==> config.mk <==
export PLATFORM = sky130hd
export DESIGN_NAME = lsu_rmw
export DESIGN_NICKNAME = d
export VERILOG_FILES = /design/src/rtl/riscv_pkg.sv /design/src/rtl/lsu_align.sv /design/src/rtl/lsu_rmw.sv
export SDC_FILE = /design/constraint.sdc
export NUM_CORES = 1
export LEC_CHECK = 0
export CAP_MARGIN = 20
export CORE_MARGIN = 4
export CORE_UTILIZATION = 34
export DETAILED_ROUTE_END_ITERATION = 6
export HOLD_SLACK_MARGIN = 0.12
export PLACE_DENSITY = 0.95
export SLEW_MARGIN = 20
export SYNTH_ARGS = -nofsm -noshare
export SYNTH_HDL_FRONTEND = slang
export SYNTH_SLANG_ARGS = --single-unit
==> constraint.sdc <==
create_clock -name clk_i -period 3.8 [get_ports clk_i]
set_clock_uncertainty 0.1 [all_clocks]
set_input_delay 0.57 -clock clk_i [delete_from_list [all_inputs] [get_ports clk_i]]
set_output_delay 0.57 -clock clk_i [all_outputs]
set_load 0.01 [all_outputs]
==> src/rtl/riscv_pkg.sv <==
// riscv_pkg: load/store size codes and request legality helpers.
package riscv_pkg;
  localparam logic [2:0] LDST_B  = 3'd0;
  localparam logic [2:0] LDST_H  = 3'd1;
  localparam logic [2:0] LDST_W  = 3'd2;
  localparam logic [2:0] LDST_BU = 3'd4;
  localparam logic [2:0] LDST_HU = 3'd5;

  function automatic logic size_legal(input logic [2:0] s, input logic we);
    return (s inside {LDST_B, LDST_H, LDST_W}) || (!we && (s inside {LDST_BU, LDST_HU}));
  endfunction

  // s[1:0] == 01 covers both H and HU.
  function automatic logic misaligned(input logic [2:0] s, input logic [1:0] a);
    return (s[1:0] == 2'b01 && a[0]) || (s == LDST_W && a != 2'b00);
  endfunction
endpackage

==> src/rtl/lsu_align.sv <==
// lsu_align: extracts sub-word loads and merges sub-word stores into a read word.
module lsu_align
  import riscv_pkg::*;
(
  input  logic [31:0] rd_i,
  input  logic [31:0] wd_i,
  input  logic [1:0]  off_i,
  input  logic [2:0]  size_i,
  output logic [31:0] ld_o,
  output logic [31:0] st_o
);
  logic [7:0]  b;
  logic [15:0] h;
  logic [31:0] mask, data;

  always_comb begin
    b = 8'(rd_i >> {off_i, 3'b000});
    h = off_i[1] ? rd_i[31:16] : rd_i[15:0];
    ld_o = size_i == LDST_B  ? {{24{b[7]}}, b} :
           size_i == LDST_BU ? {24'b0, b} :
           size_i == LDST_H  ? {{16{h[15]}}, h} :
           size_i == LDST_HU ? {16'b0, h} : rd_i;
    mask = size_i[0] ? (off_i[1] ? 32'hFFFF_0000 : 32'h0000_FFFF) : 32'h0000_00FF << {off_i, 3'b000};
    data = size_i[0] ? {2{wd_i[15:0]}} : {4{wd_i[7:0]}};
    st_o = (rd_i & ~mask) | (data & mask);
  end
endmodule

==> src/rtl/lsu_rmw.sv <==
// lsu_rmw: load/store unit with sub-word extraction and read-modify-write stores.
module lsu_rmw
  import riscv_pkg::*;
(
  input  logic        clk_i,
  input  logic        rst_i,
  input  logic        core_req_i,
  input  logic        core_we_i,
  input  logic [2:0]  core_size_i,
  input  logic [31:0] core_addr_i,
  input  logic [31:0] core_wd_i,
  output logic [31:0] core_rd_o,
  output logic        core_stall_o,
  output logic        core_err_o,
  output logic        mem_req_o,
  output logic        mem_we_o,
  output logic [31:0] mem_addr_o,
  output logic [31:0] mem_wd_o,
  input  logic [31:0] mem_rd_i
);
  typedef enum logic [1:0] {IDLE, LOAD, RMW} lsu_state_t;

  lsu_state_t  state_q, state_d;
  logic [1:0]  off_q, off_d;
  logic [2:0]  size_q, size_d;
  logic [31:0] ld, st;
  logic        bad, is_sw;

  lsu_align u_align (
    .rd_i  (mem_rd_i),
    .wd_i  (core_wd_i),
    .off_i (off_q),
    .size_i(size_q),
    .ld_o  (ld),
    .st_o  (st)
  );

  assign bad   = !size_legal(core_size_i, core_we_i) || misaligned(core_size_i, core_addr_i[1:0]);
  assign is_sw = core_we_i && core_size_i == LDST_W;

  always_ff @(posedge clk_i or posedge rst_i)
    if (rst_i) begin
      state_q <= IDLE;
      off_q   <= '0;
      size_q  <= '0;
    end else begin
      state_q <= state_d;
      off_q   <= off_d;
      size_q  <= size_d;
    end

  // Reset gates every output so an aborted RMW can never write.
  always_comb begin
    state_d      = state_q;
    off_d        = off_q;
    size_d       = size_q;
    core_rd_o    = '0;
    core_stall_o = 1'b0;
    core_err_o   = 1'b0;
    mem_req_o    = 1'b0;
    mem_we_o     = 1'b0;
    mem_addr_o   = {core_addr_i[31:2], 2'b00};
    mem_wd_o     = core_wd_i;
    if (rst_i || (state_q == IDLE && !core_req_i)) begin
      mem_addr_o = '0;
      mem_wd_o   = '0;
    end else begin
      case (state_q)
        IDLE:
          if (bad) core_err_o = 1'b1;
          else begin
            mem_req_o    = 1'b1;
            mem_we_o     = is_sw;
            core_stall_o = !is_sw;
            if (!is_sw) begin
              off_d   = core_addr_i[1:0];
              size_d  = core_size_i;
              state_d = core_we_i ? RMW : LOAD;
            end
          end
        LOAD: begin
          core_rd_o = ld;
          state_d   = IDLE;
        end
        RMW: begin
          mem_req_o = 1'b1;
          mem_we_o  = 1'b1;
          mem_wd_o  = st;
          state_d   = IDLE;
        end
        default: state_d = IDLE;
      endcase
    end
  end
endmodule
==> metrics.md <==
| Metric | Value |
|---|---|
| H-tree Lvls | 1 |
| Initial antenna violation count | 0 |
| Crit-path leading delay family | buffers and inverters |
| Synthesis-to-layout area growth | 93.0% |
| Die Ht | 88.9 um |
| Seq/Total Area, Yosys | 7.88% |
| Crit path launch | mem_rd_i[15] |
| GRT Total Usage | 27.4% |
| Total CTS buffers | 3 |
| CP Launch Type | input port |
| Iter 0 DRT Violations | 346 |
| Final hold vios | 0 |
| Worst VDD drop | 0.147 mV |
| Combinational Power Share | 75.2% |
| Post-route ant nets | 0 |
| Vias in the first global route | 3,325 |
| Final RePlAce weighted congestion | 0.963 |
| Clock Path Buffers | 2 |
| Slew Limit Fails | 0 |
| PwrDens | 218 nW/um^2 |
| Top cell by count, worst path | clkdlybuf4s50_1 |
| Post-place setup slack | 0.380 ns |
| Routed WL per cell | 18.8 um |
| Reg2reg setup slack | 1.93 ns |
| Minimum clock period | 3.47 ns |
| Die area | 7900 sq um |
| Largest net degree at the start of global routing | 39 |
| Final Instance Area | 4290 sq um |
| CTS tree | done |
| Cell variety after synth | 36 |
| FF-to-FF End | size_q[1] |
| Worst setup margin | 0.330 ns |
| Dpl hpwl | 9410 um |
| Unrepaired setup endpoints after global routing | no |
| Overflow after GRT | 0 |
| CTS sink cnt | 7 |
| Ratio of final minimum period to clock period | 91.3% |
| Setup Buffers After CTS | 0 |
| Boundary pin count | 203 |
| Slowest cell on crit path | a21oi_1 |
| # fillers | 527 |
| Internal power | 0.497 mW |
| DR vias | 3,526 |
| Sequential power share | 13.6% |
| CTS clk-pin slew, worst paths | 0.04 ns |
| Hold buffer count at CTS | 0 |
| Post-synthesis register bit count | 7 |
| Reg2reg start | state_q[0] |
| WP data arrival | 2.80 ns |
| Sw Pwr | 0.439 mW |
| Nets | 632 |
| Mapped cell area | 2220 sq um |
| Status | complete, no violations |
| Measured slew at the worst slew-check pin | 0.953 ns |
| Clock share of power | 11.3% |
| Mapped Avg Cell Area | 6.37 sq um |
| Slowest stage delay, CP | 0.74 ns |
| Yosys warnings | 0 |
| Crit path kind | input port to output port |
| Gate count of the mapped netlist | 349 |
| Max-Cap Viols | 0 |
| ANT cells | 0 |
| Cell count along the critical path | 6 |
| R2R depth | 4 |
| First-pass GRT wire length | 17,000 um |
| Post-Route WL | 11,400 um |
| Fmax | 288 MHz |
| Worst EP required | 3.13 ns |
| IO buf count | 200 |
| Pre-Repair DR Iteration Count | 5 |
| DR vias/cell | 5.83 |
| Initial Util | 35.0% |
| Leak | 1.70 nW |
| Row count | 29 |
| Core Region | 6350 sq um |
| DP Area | 4250 sq um |
| Cell chain of the critical path | clkdlybuf4s50_1 > nand2b_1 > nand2_1 > a21oi_1 > o21ai_0 > clkdlybuf4s50_1 |
| Setup TNS | 0 ns |
| Crit. End Element | output port |
| DRC violations left | 0 |
| Sw frac | 46.9% |
| Die width | 88.9 um |
| CTS-repair resized insts | 0 |
| Worst hold path class | register to register |
| Max-slew headroom | 36.5% |
| Clk_lat worst skew | 0.23 ns |
| Worst setup endpoint | core_rd_o[28] |
| Final setup viols | 0 |
| CTS Root Cell | clkbuf_8 |
| Core Util, Final | 67.6% |
| Buf/Inv on CP | 2 |
| Peak fanout along the critical path | 15 |
| Share of cells above drive strength 1 | 4.36% |
==> cell type report <==
cell class | instances | area [sq um] | share of cell area (%)
tap | 77 | 96.3 | 2.25
multi-input combinational | 295 | 1860 | 43.2
timing repair buffer | 209 | 2070 | 48.2
inverter | 13 | 48.8 | 1.14
sequential | 7 | 175 | 4.08
clock buffer | 4 | 45.0 | 1.05
==> how the worst min path moves through the flow <==
stage	from	to	cells after the start
global route	size_q[2]	size_q[2]	1
detailed placement	size_q[2]	size_q[2]	1
CTS	size_q[2]	size_q[2]	1
global placement	size_q[2]	size_q[2]	1
finish	size_q[2]	size_q[2]	1
floorplan	rst_i	off_q[0]	1
==> kinds of logic after synthesis <==
group	share of synthesized area (%)
buf+inv	9.06
mux	15.5
simple gates	27.8
other cells	0.169
compound gates	39.6
flops	7.88
==> stage by stage <==
stage	instances	power, mW	hold WS (ns)
after CTS	605	0.932	0.470
final	605	0.936	0.477
after floorplan	350	0.515	0.273
after global routing	605	1.00	0.507
after detailed placement	601	0.821	0.464
after global placement	601	0.804	0.442
==> worst reg2reg max path, delay by kind of cell (launching register included) <==
family / cells / cell delay, ns
multiplexers: 1 / 0.30
flip-flops: 1 / 0.48
AND/OR/NAND/NOR: 3 / 0.87
==> layout by cell type (no fill, tap or decap), types with 5 or more instances in the layout <==
| master | count |
|---|---|
| nand2_1 | 41 |
| inv_1 | 13 |
| buf_4 | 9 |
| a221o_1 | 7 |
| o22ai_1 | 15 |
| and2_1 | 31 |
| mux2i_1 | 33 |
| nor3_1 | 10 |
| o32ai_1 | 7 |
| nor2_1 | 24 |
| a22o_1 | 5 |
| clkdlybuf4s50_1 | 200 |
| a21oi_1 | 28 |
| a221oi_1 | 8 |
| dfrtp_1 | 7 |
| nand2b_1 | 6 |
| o21ai_0 | 41 |
| o211ai_1 | 16 |
==> synth_stat cells (all sizes together) <==
master,count,area share [%]
a21oi,28,6.3
a221o,7,3.2
a221oi,8,3.2
a22o,5,2.0
a22oi,2,0.68
a32o,1,0.45
and2,31,8.7
buf,8,2.3
clkbuf,27,4.6
conb,1,0.17
dfrtp,7,7.9
inv,13,2.2
mux2,1,0.68
mux2i,33,15
nand2,42,7.4
nand2b,6,1.7
nand3,1,0.22
nor2,26,4.7
nor2b,4,1.1
nor3,10,2.3
nor4bb,1,0.45
o211ai,16,5.4
o21a,1,0.34
o21ai,42,9.6
o21ba,1,0.45
o22ai,15,4.2
o31ai,1,0.34
o32ai,7,2.8
o41ai,1,0.73
or2,2,0.56
or4b,1,0.62
==> state kept, by name, indices dropped and copies added (netlist names) <==
signal / flops
off_q: 2
state_q: 2
size_q: 3
==> power groups by stage <==
| stage | Sequential (mW) | Clock (mW) | Combinational (mW) |
|---|---|---|---|
| detailed placement | 0.126 | 0 | 0.695 |
| CTS | 0.126 | 0.109 | 0.698 |
| finish | 0.127 | 0.106 | 0.703 |
| global placement | 0.126 | 0 | 0.679 |
| global route | 0.132 | 0.112 | 0.760 |
| floorplan | 0.0976 | 0 | 0.417 |
==> metal layers <==
| layer | track usage [%] | share of wire (%) |
|---|---|---|
| met1 | 34.0 | 37 |
| met2 | 47.4 | 49 |
| met3 | 4.84 | 9.9 |
| met4 | 9.07 | 3.1 |
| met5 | 0 | 0 |
No activity file was read; power rests on OpenSTA's default activity.
